`config.mk`:
```
export PLATFORM = sky130hd
export DESIGN_NAME = aux_int_ctrl
export DESIGN_NICKNAME = d
export VERILOG_FILES = /design/src/rtl/aux_int_ctrl.sv
export SDC_FILE = /design/constraint.sdc
export NUM_CORES = 1
export LEC_CHECK = 0
export CORE_ASPECT_RATIO = 1.5
export CORE_MARGIN = 2
export CORE_UTILIZATION = 30
export DETAILED_ROUTE_END_ITERATION = 7
export GPL_TIMING_DRIVEN = 1
export PLACE_DENSITY_LB_ADDON = 0.15
export SETUP_SLACK_MARGIN = 0.1
export SLEW_MARGIN = 20
export SYNTH_ARGS = -nofsm -noshare
export SYNTH_HDL_FRONTEND = slang
export SYNTH_SLANG_ARGS = --single-unit
```
`constraint.sdc`:
```
create_clock -name clk -period 2.5 [get_ports clk]
set_clock_uncertainty 0.2 [all_clocks]
set_input_delay 0.375 -clock clk [delete_from_list [all_inputs] [get_ports clk]]
set_output_delay 0.375 -clock clk [all_outputs]
set_load 0.1 [all_outputs]
```
`src/rtl/aux_int_ctrl.sv`:
```
// aux_int_ctrl: prioritised, nestable interrupt controller with edge capture, masking and ack/eret handshake.
module aux_int_ctrl #(
  parameter int NumSrc = 3,
  parameter logic [NumSrc-1:0] MaskInit = '0,
  localparam int IdW = (NumSrc > 1) ? $clog2(NumSrc) : 1
) (
  input  logic              clk,
  input  logic              rst_n,
  input  logic              en,
  input  logic [NumSrc-1:0] irq_raw,
  input  logic              mask_we,
  input  logic [NumSrc-1:0] mask_wdata,
  input  logic              irq_ack,
  input  logic              irq_eret,
  output logic              irq_req,
  output logic [IdW-1:0]    irq_id,
  output logic [NumSrc-1:0] mask,
  output logic [NumSrc-1:0] pending,
  output logic [NumSrc-1:0] isr,
  output logic              eret_err,
  output logic [31:0]       ack_cnt
);
  typedef enum logic {IDLE, REQ} state_t;
  state_t state_q, state_d;
  logic [NumSrc-1:0] s1_q, s2_q, s3_q;
  logic [NumSrc-1:0] mask_q, mask_d, pending_q, pending_d, isr_q, isr_d;
  logic [IdW-1:0] id_q, id_d, hi_id;
  logic err_q, err_d;
  logic [31:0] cnt_q, cnt_d;
  logic [NumSrc-1:0] edg, elig, top, sel;
  logic blk;
  always_comb begin
    edg = s2_q & ~s3_q;
    blk = 1'b0;
    elig = '0;
    top = '0;
    sel = '0;
    hi_id = '0;
    // A source is eligible only if no in-service bit sits at its own index or above.
    for (int i = NumSrc - 1; i >= 0; i--) begin
      blk = blk | isr_q[i];
      elig[i] = pending_q[i] & ~mask_q[i] & ~blk;
    end
    for (int i = 0; i < NumSrc; i++) begin
      if (elig[i]) hi_id = IdW'(i);
      if (isr_q[i]) top = NumSrc'(1) << i;
      sel[i] = (id_q == IdW'(i));
    end
    state_d = state_q;
    id_d = id_q;
    pending_d = pending_q | edg;
    isr_d = isr_q;
    err_d = err_q;
    cnt_d = cnt_q;
    mask_d = mask_we ? mask_wdata : mask_q;
    if (en) begin
      if (irq_eret) begin
        err_d = err_q | (isr_q == '0);
        isr_d = isr_q & ~top;
      end
      if (state_q == IDLE && |elig) begin
        state_d = REQ;
        id_d = hi_id;
      end
      // Ack applies after any same-cycle eret; a new edge re-sets the cleared pending bit.
      if (state_q == REQ && irq_ack) begin
        state_d = IDLE;
        pending_d = (pending_q & ~sel) | edg;
        isr_d = isr_d | sel;
        cnt_d = cnt_q + 32'd1;
      end
    end
  end
  always_ff @(posedge clk or negedge rst_n) begin
    if (!rst_n) begin
      state_q <= IDLE;
      s1_q <= '0;
      s2_q <= '0;
      s3_q <= '0;
      mask_q <= MaskInit;
      pending_q <= '0;
      isr_q <= '0;
      id_q <= '0;
      err_q <= 1'b0;
      cnt_q <= '0;
    end else begin
      state_q <= state_d;
      s1_q <= irq_raw;
      s2_q <= s1_q;
      s3_q <= s2_q;
      mask_q <= mask_d;
      pending_q <= pending_d;
      isr_q <= isr_d;
      id_q <= id_d;
      err_q <= err_d;
      cnt_q <= cnt_d;
    end
  end
  assign irq_req = (state_q == REQ);
  assign irq_id = id_q;
  assign mask = mask_q;
  assign pending = pending_q;
  assign isr = isr_q;
  assign eret_err = err_q;
  assign ack_cnt = cnt_q;
endmodule

```
==> Word level (Yosys, flattened, before mapping) <==
Cells that the tools add are included.
{ "totals": {"register_bits": 54, "in_bits": 12, "word_cells": 60, "out_inout_bits": 45} }
{ "classes": {"mux": 12, "addsub": 1, "n_bitwise": 25, "eq_ne": 2, "n_reduce_logical": 10} }
{ "ops": {"columns": ["cell", "count"], "rows": [
  ["$add A32 B1 Y32 const B", 1],
  ["$mux W3", 6],
  ["$and A3 B3 Y3", 3],
  ["$not A3 Y3", 3],
  ["$or A3 B3 Y3", 3],
  ["$reduce_and A2 Y1", 4],
  ["$not A1 Y1", 7],
  ["$and A1 B1 Y1", 6],
  ["$mux W1", 4],
  ["$mux W2", 2],
  ["$logic_not A3 Y1", 1],
  ["$or A1 B1 Y1", 3],
  ["$reduce_or A3 Y1", 1],
  ["$eq A2 B1 Y1 const B", 1],
  ["$eq A2 B2 Y1 const B", 1],
  ["$logic_and A1 B1 Y1", 2],
  ["$logic_not A2 Y1", 1],
  ["$reduce_bool A2 Y1", 1]
]} }

==> Depth between registers and ports, before layout <==
Gate-level depths: netlist of run 1.
{ "depth": {"word_depth": 9, "ltp_mapped": 6, "mapped_depth_nobuf": 5} }

==> Worst setup path after synthesis of run 1 <==
Ideal clock, no wire load.
{ "synth_path": {"kind": "register to register", "from": "register cnt_q[3] (netlist: ack_cnt[3])", "to": "register cnt_q[27] (netlist: ack_cnt[27])", "setup_time_ps": 164, "n_path_buf": 1, "arrival_time_ps": 2294, "required_ps": 2136, "stages_incl_launch_ff": 6, "synth_period_minus_slack_ps": 2658, "slack_ps": -158, "cell_sequence": "dfrtp_1 nand3_2 or4b_4 buf_6 nor4_4 xor2_1"} }
{ "synth_between": {"elab_chain_cells": 1} }
{ "synth_lines": {"columns": ["element", "line", "text"], "rows": [
  ["start: declaration", "29", "logic [31:0] cnt_q, cnt_d;"],
  ["start signal: assignment", "96", "cnt_q <= cnt_d;"],
  ["$add A32 B1 Y32", "70", "cnt_d = cnt_q + 32'd1;"]
]} }
Every way passes these cells.
A chain may end at the register's enable or synchronous reset.

==> Final worst setup path of run 1 <==
{ "layout_path": {"from": "register cnt_q[3] (netlist: ack_cnt[3])", "to": "register cnt_q[31] (netlist: ack_cnt[31])"} }
The elaborated chain is that of the path after synthesis.

==> summary.txt, run 1 <==
Run status
  – Status: finished clean

Detailed routing
  – DRC violations left: 0
  – Initial DRC Count: between 80 and 90
  – Vias post-DR: 1713
  – Routed Antenna Nets: 0
  – Vias per cell: 4.64
  – Routed Wire Length: 5160 um
  – Avg WL per Cell: 14.0 um
  – First drt pass iteration count: 6

Cells and area
  – Fill count: 738
  – Most frequent cells in the layout: buf_4, dfrtp_1, dfrtp_2, xor2_1, nand2_1
  – Ratio of cells with drive above 1 in the final layout: 33.0%
  – Nets: 279
  – Commonest non-fill, non-tap cell in the layout: buf_4
  – Synthesis-to-finish area growth: 34.9%
  – Ant diodes: 0

Pwr
  – NetSw: 1.33 mW
  – Worst vdd ir: 535 uV
  – Combinational power share: 36.1%
  – P_int: 1.83 mW
  – Sequential power share: 35.2%
  – Total power: 3.17 mW
  – Pwr/cell area: 1020 nW/um^2
  – Clock share of power: 28.7%
  – Sw frac: 42.1%
  – Leak: approximately 1.5 nW

Yosys
  – Synth Warn #: 0
  – Cell variety after synth: 35
  – Register area share after synthesis: 58.4%
  – Number of synthesized flops with an enable pin: 0
  – Syn_nets: 214
  – Synthesized area: 2310 sq um
  – Yosys reg bits: 54
  – Async S/R FF share, synth: 100%
  – Syn Area/Cell: roughly 12 sq um
  – Cell taking the most area after synthesis: dfrtp_1
  – Synth top area share: just under 60%
  – Largest cells by area after synthesis: dfrtp_1, xor2_1, xnor2_1, nand4_1, nor3_1
  – Top_reg_cell synth: dfrtp_1
  – Post-Syn Instances: 201

STA
  – Final Hold Fails: 0
  – Setup TNS Final: 0 ns
  – Tightest Pin Transition: approximately 0.67 ns
  – Final Slew Violations: 0
  – RSZ-0062 raised after global routing: no
  – Slew margin rel.: 55.2%
  – Tcrit/Tclk final: 86.6%
  – Fin crit period: 2.17 ns
  – Fmax achieved: 462 MHz
  – Final setup violation count: 0

Global route
  – First-pass GRT wire length: 8620 um
  – Largest net degree at the start of global routing: 55
  – Gr usage total: 13.5%
  – Total congestion overflow: 0
  – Initial antenna violation count: 0
  – Vias in the first global route: 1724

Floorplanning
  – Core region area: 7560 sq um
  – Die W: around 76 um
  – Die footprint: 8440 sq um
  – FP Rows: 39
  – Die height: 112 um
  – Starting density of the core: 30.6%
  – Io pins: 57

Worst setup path
  – Reg2Reg Setup Slack: 0.33 ns
  – R2r worst-path depth: 4
  – Arr. time, crit path: 2.13 ns
  – Crit path largest cell delay: 0.62 ns
  – Critical path depth: 4
  – RR Endpoint: ack_cnt[31]$_DFFE_PN0P_
  – Critical path, cell by cell: nand3_2 -> or4b_4 -> nor4_1 -> xor2_1
  – RR Startpoint: ack_cnt[3]$_DFFE_PN0P_
  – Crit Path Max Fanout: 13
  – CP delay by family, top: simple AND/OR/NAND/NOR gates
  – CP Capture Type: flop
  – Critical Path RT: 2.46 ns
  – Worst setup SP type: flop
  – CP max-delay cell: or4b_4
  – WP buf/inv: 0
  – Setup Crit Path Kind: flop to flop

CTS
  – Clk sinks: 54
  – Clk Tree Root Cell: clkbuf_16
  – Post-CTS resize count: 0
  – Hold Buf Count CTS: 0
  – Skew-Pair Late Insertion Delay: around 0.29 ns
  – Clock transition at the registers of the reported paths: 0.07 ns
  – Depth of the CTS H-tree: 2
  – Num CTS Buffers: 5
  – Setup bufs post-CTS: 0
  – Clock tree buffer depth: 2
  – CTS tree: done

Flow run
  – Max cap viols: 0

Hold path
  – Worst min-delay path class: input port to async pin

Placed design
  – Routability cong.: approximately 0.76
  – Detailed Place HPWL: 3800 um
  – Port bufs: 56
power groups by stage:
stage                     logic (mW)  clock network (mW)  registers [mW]
final                           1.14               0.909            1.12
after global routing            1.19               0.977            1.14
after CTS                       1.15               0.932            1.12
after detailed placement        1.15                   0            1.14
after global placement          1.14                   0            1.14
after floorplan                0.174                   0            1.83
registers in the layout, indices dropped and copies added (netlist names):
| signal | count |
|---|---|
| ack_cnt | 32 |
| eret_err | 1 |
| irq_id | 2 |
| irq_req | 1 |
| isr | 3 |
| mask | 3 |
| pending | 3 |
| s1_q | 3 |
| s2_q | 3 |
| s3_q | 3 |
how the worst max path moves through the flow:
stage | startpoint | endpoint
2_1_floorplan | ack_cnt[13]$_DFFE_PN0P_ | ack_cnt[27]$_DFFE_PN0P_
3_3_place_gp | en | ack_cnt[26]$_DFFE_PN0P_
3_5_place_dp | en | ack_cnt[24]$_DFFE_PN0P_
4_1_cts | ack_cnt[6]$_DFFE_PN0P_ | ack_cnt[31]$_DFFE_PN0P_
5_1_grt | ack_cnt[6]$_DFFE_PN0P_ | ack_cnt[31]$_DFFE_PN0P_
6_report | ack_cnt[3]$_DFFE_PN0P_ | ack_cnt[31]$_DFFE_PN0P_
kinds of logic (layout without fill, tap and decap cells):
kind of cell	count (synthesis)	in the layout	synth area share, %
xor gates and xnor gates	31	31	11.7
muxes	3	3	1.46
AOI/OAI and AO/OA	13	13	3.52
buffers and inverters	11	77	2.33
DFF	54	54	58.4
and+or+nand+nor	88	88	22.0
adders and majority gates	1	1	0.541
synthesized netlist by cell type, drive strengths merged, types with 4 or more instances:
library cell  instances
xnor2                13
nand2                17
dfrtp                54
nor2                  5
nand4                12
inv                   8
nor3                 13
xor2                 18
nand3                14
and3                  6
nor4                  6
o21ai                 4
per-stage QoR:
step / worst slack, ns / hold WS, ns / util, % / cell area, sq um / std cells
after floorplan: 0.158 / -0.121 / - / 2340 / 201
after global placement: 0.0736 / 0.134 / 38.6 / 2920 / 361
after detailed placement: 0.00517 / 0.135 / 38.6 / 2920 / 361
after CTS: 0.289 / 0.0383 / 41.3 / 3120 / 369
after global routing: 0.187 / 0.0697 / 41.3 / 3120 / 369
final: 0.335 / 0.0128 / 41.3 / 3120 / 369
layer usage:
| metal | share of wire (%) | up-vias | global-route usage, % |
|---|---|---|---|
| met5 | 0 | - | 0 |
| met4 | 1.9 | 0 | 5.73 |
| met3 | 5.7 | 8 | 2.62 |
| met2 | 50 | 52 | 21.8 |
| met1 | 42 | 822 | 17.1 |
| li1 | - | 831 | - |
cell type report:
class	count	area, sq um	area share (%)
inverter	8	30.0	0.962
timing repair buffer	61	480	15.4
sequential	54	1380	44.1
multi-input combinational	136	908	29.1
clock buffer	6	139	4.45
tap	102	128	4.09
clock inverter	2	60.1	1.92
(Power assumes the default switching activity.)
==> inputs of run 2 (changes only) <==
- CELL_PAD_IN_SITES_DETAIL_PLACEMENT: default -> 0
- CELL_PAD_IN_SITES_GLOBAL_PLACEMENT: default -> 1
- GPL_TIMING_DRIVEN: 1 -> default
==> summary.txt, run 2 (same netlist as run 1, synthesis figures left out) <==
Worst setup path
  – Critical Path RT: 2.51 ns (was 2.46 ns)
  – CP max-delay cell: or4b_4 (unchanged)
  – WP buf/inv: 0 (unchanged)
  – CP Capture Type: flop (unchanged)
  – Critical path depth: 4 (unchanged)
  – RR Endpoint: ack_cnt[31]$_DFFE_PN0P_ (unchanged)
  – Worst setup SP type: flop (unchanged)
  – RR Startpoint: ack_cnt[3]$_DFFE_PN0P_ (unchanged)
  – Crit Path Max Fanout: 13 (unchanged)
  – Worst Setup EP: ack_cnt[31]$_DFFE_PN0P_ (unchanged)
  – Crit path largest cell delay: 0.63 ns (was 0.62 ns)
  – Worst setup startpoint: ack_cnt[3]$_DFFE_PN0P_ (unchanged)
  – R2r worst-path depth: 4 (unchanged)
  – Arr. time, crit path: 2.12 ns (was 2.13 ns)
  – Setup Crit Path Kind: flop to flop (unchanged)
  – Reg2Reg Setup Slack: 0.39 ns (was 0.33 ns)
  – Critical path, cell by cell: nand3_2 -> or4b_4 -> nor4_1 -> xor2_1 (unchanged)
  – CP delay by family, top: simple AND/OR/NAND/NOR gates (unchanged)

Detailed routing
  – Initial DRC Count: 39 (was 84)
  – Vias post-DR: 1737 (was 1713)
  – Vias per cell: 4.68 (was 4.64)
  – Routed Antenna Nets: 0 (unchanged)
  – Routed Wire Length: 5450 um (was 5160 um)
  – First drt pass iteration count: 4 (was 6)
  – DRC violations left: 0 (unchanged)
  – Avg WL per Cell: 14.7 um (was 14.0 um)

CTS
  – CTS tree: done (unchanged)
  – Skew-Pair Late Insertion Delay: 0.29 ns (about the same)
  – Clk Tree Root Cell: clkbuf_16 (unchanged)
  – Num CTS Buffers: 5 (unchanged)
  – Post-CTS resize count: 0 (unchanged)
  – Hold Buf Count CTS: 1 (was 0)
  – Depth of the CTS H-tree: 2 (unchanged)
  – Clk sinks: 54 (unchanged)
  – Clock transition at the registers of the reported paths: 0.07 ns (about the same)
  – Clock tree buffer depth: 2 (unchanged)
  – Setup bufs post-CTS: 0 (unchanged)

STA
  – Setup TNS Final: 0 ns (unchanged)
  – Tightest Pin Transition: 0.593 ns (was 0.672 ns)
  – Tcrit/Tclk final: 84.5% (was 86.6%)
  – Final setup violation count: 0 (unchanged)
  – Final Hold Fails: 0 (unchanged)
  – Final Slew Violations: 0 (unchanged)
  – Fin crit period: 2.11 ns (was 2.17 ns)
  – Slew margin rel.: 60.4% (was 55.2%)
  – RSZ-0062 raised after global routing: no (unchanged)
  – Fmax achieved: 474 MHz (was 462 MHz)

Global route
  – Total congestion overflow: 0 (unchanged)
  – First-pass GRT wire length: 9110 um (was 8620 um)
  – Initial antenna violation count: 0 (unchanged)
  – Vias in the first global route: 1850 (was 1724)
  – Largest net degree at the start of global routing: 32 (was 55)
  – Gr usage total: 13.9% (was 13.5%)

Hold path
  – Worst min-delay path class: flop to flop (was input port to async pin)

Pwr
  – Total power: 2.99 mW (was 3.17 mW)
  – Leak: 1.47 nW (was 1.48 nW)
  – Pwr/cell area: 962 nW/um^2 (was 1020 nW/um^2)
  – Worst vdd ir: 778 uV (was 535 uV)

Floorplanning
  – Starting density of the core: 30.6% (unchanged)
  – Core region area: 7560 sq um (unchanged)
  – Die footprint: 8440 sq um (unchanged)
  – FP Rows: 39 (unchanged)
  – Die height: 112 um (unchanged)
  – Die W: 75.7 um (unchanged)
  – Io pins: 57 (unchanged)

Cells and area
  – Fin cells: 371 (was 369)
  – Nets: 281 (was 279)
  – Most frequent cells in the layout: buf_4, dfrtp_1, dfrtp_2, xor2_1, nand2_1 (unchanged)
  – Fill count: 733 (was 738)
  – Ratio of cells with drive above 1 in the final layout: 33.1% (was 33.0%)
  – Commonest non-fill, non-tap cell in the layout: buf_4 (unchanged)
  – Max reg flops: 32 (unchanged)
  – Design Area, Final: 3100 sq um (was 3120 sq um)
  – Ant diodes: 0 (unchanged)
  – Final core utilization: 41.0% (was 41.3%)
  – Synthesis-to-finish area growth: 34.1% (was 34.9%)

Placed design
  – Routability cong.: 0.793 (was 0.756)
  – Port bufs: 56 (unchanged)
  – Dpl cells: 362 (was 361)
  – Placed instance area: 2940 sq um (was 2920 sq um)
  – Detailed Place HPWL: 4100 um (was 3800 um)

Flow run
  – Max cap viols: 0 (unchanged)

Run status
  – Status: finished clean (unchanged)
==> run 2: per-layer routing <==
layer	routed length (um)	share of wire [%]	vias up	track usage [%]
met1	2310	42	853	17.6
li1	-	-	834	-
met4	75	1.4	0	4.44
met5	0	0	-	0
met3	208	3.8	5	2.44
met2	2860	52	45	23.5
==> run 2: where the power goes <==
part	switching, mW	internal [mW]	total, mW
combinational	0.899	0.248	1.15
sequential	0.140	0.989	1.13
clock	0.314	0.397	0.711
==> run 2: final cells by class <==
| class | count | area [sq um] | share of cell area, % |
|---|---|---|---|
| clock buffer | 6 | 139 | 4.48 |
| clock inverter | 2 | 12.5 | 0.403 |
| inverter | 8 | 30.0 | 0.968 |
| multi-input combinational | 136 | 908 | 29.3 |
| sequential | 54 | 1380 | 44.3 |
| tap | 102 | 128 | 4.11 |
| timing repair buffer | 63 | 510 | 16.5 |
==> run 2: worst min-delay path by stage <==
stage	startpoint	cells after the start	endpoint
2_1_floorplan	rst_n	0	ack_cnt[0]$_DFFE_PN0P_
3_3_place_gp	s1_q[1]$_DFF_PN0_	0	s2_q[1]$_DFF_PN0_
3_5_place_dp	s1_q[1]$_DFF_PN0_	0	s2_q[1]$_DFF_PN0_
4_1_cts	s1_q[1]$_DFF_PN0_	0	s2_q[1]$_DFF_PN0_
5_1_grt	s1_q[0]$_DFF_PN0_	0	s2_q[0]$_DFF_PN0_
6_report	s1_q[1]$_DFF_PN0_	0	s2_q[1]$_DFF_PN0_
==> run 2: per-stage QoR <==
| stage | hold slack (ns) | setup WS (ns) |
|---|---|---|
| after global placement | 0.134 | 0.133 |
| after detailed placement | 0.135 | 0.114 |
| after CTS | 0.151 | 0.355 |
| after floorplan | -0.121 | 0.158 |
| after global routing | 0.159 | 0.269 |
| final | 0.149 | 0.388 |
==> run 2: worst reg2reg max path: cells and delay by family (launching register included) <==
kind / cells / cell delay, ns
and+or+nand+nor: 3 / 1.21
DFF: 1 / 0.45
xor gates and xnor gates: 1 / 0.18
==> inputs of run 3 (changes only) <==
- clock period: 2.5 -> 2.1 ns (I/O delays scaled with it)
==> summary.txt, run 3 (same netlist as run 1, synthesis figures left out) <==
Worst setup path
  – Reg2Reg Setup Slack: 0.15 ns (was 0.39 ns)
  – CP Capture Type: flop (unchanged)
  – R2r worst-path depth: 5 (was 4)
  – Worst Setup EP: ack_cnt[16]$_DFFE_PN0P_ (was ack_cnt[31]$_DFFE_PN0P_)
  – Critical Path RT: 2.11 ns (was 2.51 ns)
  – RR Endpoint: ack_cnt[16]$_DFFE_PN0P_ (was ack_cnt[31]$_DFFE_PN0P_)
  – RR Startpoint: ack_cnt[11]$_DFFE_PN0P_ (was ack_cnt[3]$_DFFE_PN0P_)
  – Worst setup startpoint: ack_cnt[11]$_DFFE_PN0P_ (was ack_cnt[3]$_DFFE_PN0P_)
  – Crit Path Max Fanout: 7 (was 13)
  – Worst setup SP type: flop (unchanged)
  – Setup Crit Path Kind: flop to flop (unchanged)
  – Arr. time, crit path: 1.97 ns (was 2.12 ns)

STA
  – Slew margin rel.: 78.6% (was 60.4%)
  – Fmax achieved: 512 MHz (was 474 MHz)
  – Tcrit/Tclk final: 93.0% (was 84.5%)
  – Final setup violation count: 0 (unchanged)
  – Final Slew Violations: 0 (unchanged)
  – Tightest Pin Transition: 0.320 ns (was 0.593 ns)
  – Min Hold Slack: 0.149 ns (about the same)
  – Final Hold Fails: 0 (unchanged)
  – RSZ-0062 raised after global routing: yes (was no)
  – Fin crit period: 1.95 ns (was 2.11 ns)

CTS
  – Clk Tree Root Cell: clkbuf_16 (unchanged)
  – Clock transition at the registers of the reported paths: 0.07 ns (about the same)
  – Clock tree buffer depth: 2 (unchanged)
  – Skew-Pair Late Insertion Delay: 0.29 ns (about the same)
  – Clk sinks: 54 (unchanged)
  – CTS tree: done (unchanged)
  – Num CTS Buffers: 5 (unchanged)
  – Depth of the CTS H-tree: 2 (unchanged)

Global route
  – First-pass GRT wire length: 9430 um (was 9110 um)
  – Initial antenna violation count: 0 (unchanged)
  – Vias in the first global route: 1935 (was 1850)
  – Gr usage total: 14.4% (was 13.9%)
  – Total congestion overflow: 0 (unchanged)
  – Largest net degree at the start of global routing: 55 (was 32)

Detailed routing
  – Vias per cell: 4.60 (was 4.68)
  – Avg WL per Cell: 14.3 um (was 14.7 um)
  – Top layer in use: met4 (unchanged)
  – DRC violations left: 0 (unchanged)
  – DRT met1 WL: 2270 um (was 2310 um)
  – First drt pass iteration count: 4 (unchanged)
  – Routed Wire Length: 5590 um (was 5450 um)
  – WL met3: 175 um (was 208 um)
  – DR WL met2: 3050 um (was 2860 um)
  – Routed Antenna Nets: 0 (unchanged)
  – Vias post-DR: 1799 (was 1737)
  – Initial DRC Count: 62 (was 39)

Floorplanning
  – Die height: 112 um (unchanged)
  – Io pins: 57 (unchanged)
  – Starting density of the core: 30.6% (unchanged)
  – FP Rows: 39 (unchanged)
  – Die W: 75.7 um (unchanged)
  – Die footprint: 8440 sq um (unchanged)
  – Core region area: 7560 sq um (unchanged)

Placed design
  – Routability cong.: 0.781 (was 0.793)
  – Port bufs: 56 (unchanged)
  – Dpl cells: 376 (was 362)
  – Placed instance area: 3400 sq um (was 2940 sq um)
  – Detailed Place HPWL: 4150 um (was 4100 um)

Pwr
  – Worst vdd ir: 1260 uV (was 778 uV)
  – Pwr/cell area: 1030 nW/um^2 (was 962 nW/um^2)
  – Leak: 1.68 nW (was 1.47 nW)
  – Total power: 3.77 mW (was 2.99 mW)

Cells and area
  – Most frequent cells in the layout: buf_4, dfrtp_1, buf_12, xor2_1, nand2_1 (was buf_4, dfrtp_1, dfrtp_2, xor2_1, nand2_1)
  – Max reg flops: 32 (unchanged)
  – Nets: 301 (was 281)
  – Fin cells: 391 (was 371)
  – Synthesis-to-finish area growth: 57.8% (was 34.1%)
  – Design Area, Final: 3650 sq um (was 3100 sq um)
  – Commonest non-fill, non-tap cell in the layout: buf_4 (unchanged)
  – Ant diodes: 0 (unchanged)
  – Ratio of cells with drive above 1 in the final layout: 45.0% (was 33.1%)
  – Final core utilization: 48.3% (was 41.0%)

Run status
  – Status: finished clean (unchanged)

Hold path
  – Min-delay src: s1_q[0]$_DFF_PN0_ (was s1_q[1]$_DFF_PN0_)
  – Worst min-delay path class: flop to flop (unchanged)

Flow run
  – Max cap viols: 0 (unchanged)
run 3: cell types whose count changed in the layout (fill, tap and decap cells not counted), moves of 3 or more:
cell / delta
buf_12: +20
dfrtp_2: -4
dfrtp_1: -9
nor3_4: +4
dfrtp_4: +13
nor3_1: -8
nor4_1: -3
nor3_2: +4
run 3: timing repair:
action	4_1_cts	5_1_grt
gates resized for setup	0	10
pin swaps	1	7
hold endpoints to repair	54	0
setup endpoints to repair	4	11
buffers inserted	0	6
hold buffers	1	0
run 3: worst max-delay path, stage by stage, from the launching register on:
cell,delay (ns)
dfrtp_4,0.44
and3_4,0.18
or4b_4,0.54
buf_6,0.18
nor3_4,0.17
xor2_1,0.16
run 3: area by class of cell:
| class | instances | area (sq um) |
|---|---|---|
| well taps | 102 | 128 |
| multi-input cells | 136 | 1010 |
| repair buffers | 83 | 918 |
| clock buffers | 6 | 129 |
| fillers | 693 | 3910 |
| inverters | 8 | 30.0 |
| flip-flops and latches | 54 | 1420 |
| clock inverters | 2 | 13.8 |
run 3: layer usage:
layer / vias to the layer above / global-route usage, %
li1: 873 / -
met1: 874 / 17.4
met2: 44 / 25.1
met3: 8 / 2.81
met4: 0 / 4.56
met5: - / 0
run 3: report_power, final:
group / total (mW) / leakage (nW) / switching, mW / internal (mW)
Sequential: 1.35 / 0.640 / 0.152 / 1.20
Combinational: 1.60 / 0.974 / 1.13 / 0.467
Clock: 0.813 / 0.0708 / 0.369 / 0.443
Total: 3.77 / 1.68 / 1.65 / 2.11
run 3: worst min path at each step:
stage	to	slack (ns)	cells after the start
CTS	s2_q[0]$_DFF_PN0_	0.15	0
floorplan	ack_cnt[10]$_DFFE_PN0P_	-0.18	0
global placement	s2_q[0]$_DFF_PN0_	0.13	0
detailed placement	ack_cnt[8]$_DFFE_PN0P_	0.13	2
global route	s2_q[2]$_DFF_PN0_	0.16	0
finish	s2_q[0]$_DFF_PN0_	0.15	0
run 3: stage by stage:
step	TNS, ns	setup slack [ns]
final	0	0.146
after global routing	0	0.0793
after CTS	0	0.106
after detailed placement	-1.40	-0.172
after global placement	-0.966	-0.115
after floorplan	-1.05	-0.104
==> RTL edit, RTL diff (flow settings as in run 1) <==
`NumSrc`: 3 -> 2.
--- a/src/rtl/aux_int_ctrl.sv
+++ b/src/rtl/aux_int_ctrl.sv
@@ -1,6 +1,6 @@
 // aux_int_ctrl: prioritised, nestable interrupt controller with edge capture, masking and ack/eret handshake.
 module aux_int_ctrl #(
-  parameter int NumSrc = 3,
+  parameter int NumSrc = 2,
   parameter logic [NumSrc-1:0] MaskInit = '0,
   localparam int IdW = (NumSrc > 1) ? $clog2(NumSrc) : 1
 ) (
Ports: changed (6 resized); port bits go from 57 to 51. The function was not compared with the original's and may differ.
==> RTL edit against run 1 <==
  * The run now ends with negative hold slack left
  * Die area down 14%
  * Power down 27%
  * Synthesized cell count down 18%
  * Synthesized area down 15%
  * Design area down 17%
  * Sequential cell count down 7
  * Setup slack better by 0.22 ns
  * Wire length down 20%
  * Critical path type is now in -> reg
  * Critical endpoint unchanged
  * Largest power group is now registers
  * Highest routed layer unchanged
==> RTL edit: results (changes against run 1) <==
met1 wire length=1.73 mm (-20%); Multi-In Gates=112 (-18%); Mapped Nets=176 (-18%); hold_ws=-0.0201 ns (-0.0330 ns); slowest stage cell, crit path=clkdlybuf4s50_1; 1st-iter DRT viols=24 (-71%); peak supply drop=872 uV (+63%); GRT Overall Usage=12.4% (-1.1 points); vias in the first global route=1489 (-14%); GRT met2 Usage=21.8% (+0.046 points); outcome=finished with violations; Power Combinational=0.888 mW (-22%); dpl cell area=2500 um2 (-14%); sequential share of cell area=46.1% (+2.0 points); Nets=236 (-15%); CP arrival=1.94 ns (-0.19 ns); Placed Cells=294 (-19%); Clock Pin Slew Worst Setup and Hold Paths=0.09 ns (+0.02 ns); failing checks=negative hold slack; multi-input combinational area share=29.8% (+0.66 points); Fin. Hold Viols=10 (+10); clk sinks=47 (-13%); gpl congestion=0.704 (-7.0%); layout cells sized above 1=35.0% (+2.0 points); Synth Area in Adders=0.633% (+0.092 points); Repair and plain buffers=55 (-9.8%); tap cells=76 (-25%); Register Area=1190 um2 (-13%); Post-DP HPWL=3.08 mm (-19%); global-route wire length before repair=7.06 mm (-18%); Global Route met1 Usage=14.6% (-2.5 points)
RTL edit: changes by cell type after synthesis, moves of 3 or more:
cell,before,now
nand2_1,17,21
and3_2,0,3
nor2_1,5,8
nor4_1,4,1
dfrtp_1,54,47
nor3_1,13,2
nand4_1,12,6
inv_1,8,4
xnor2_1,13,23
xor2_1,18,7
RTL edit: final timing paths:
check                                             from  slack (ns)                 endpoint
worst max-delay path                                en        0.55  ack_cnt[31]$_DFFE_PN0P_
worst min-delay path                             rst_n       -0.02  ack_cnt[17]$_DFFE_PN0P_
worst max register to register  ack_cnt[3]$_DFFE_PN0P_        0.64  ack_cnt[31]$_DFFE_PN0P_
worst min register to register       s1_q[1]$_DFF_PN0_        0.16        s2_q[1]$_DFF_PN0_
max in group asynchronous                        rst_n        1.49   ack_cnt[1]$_DFFE_PN0P_
min in group clk                     s1_q[1]$_DFF_PN0_        0.16        s2_q[1]$_DFF_PN0_
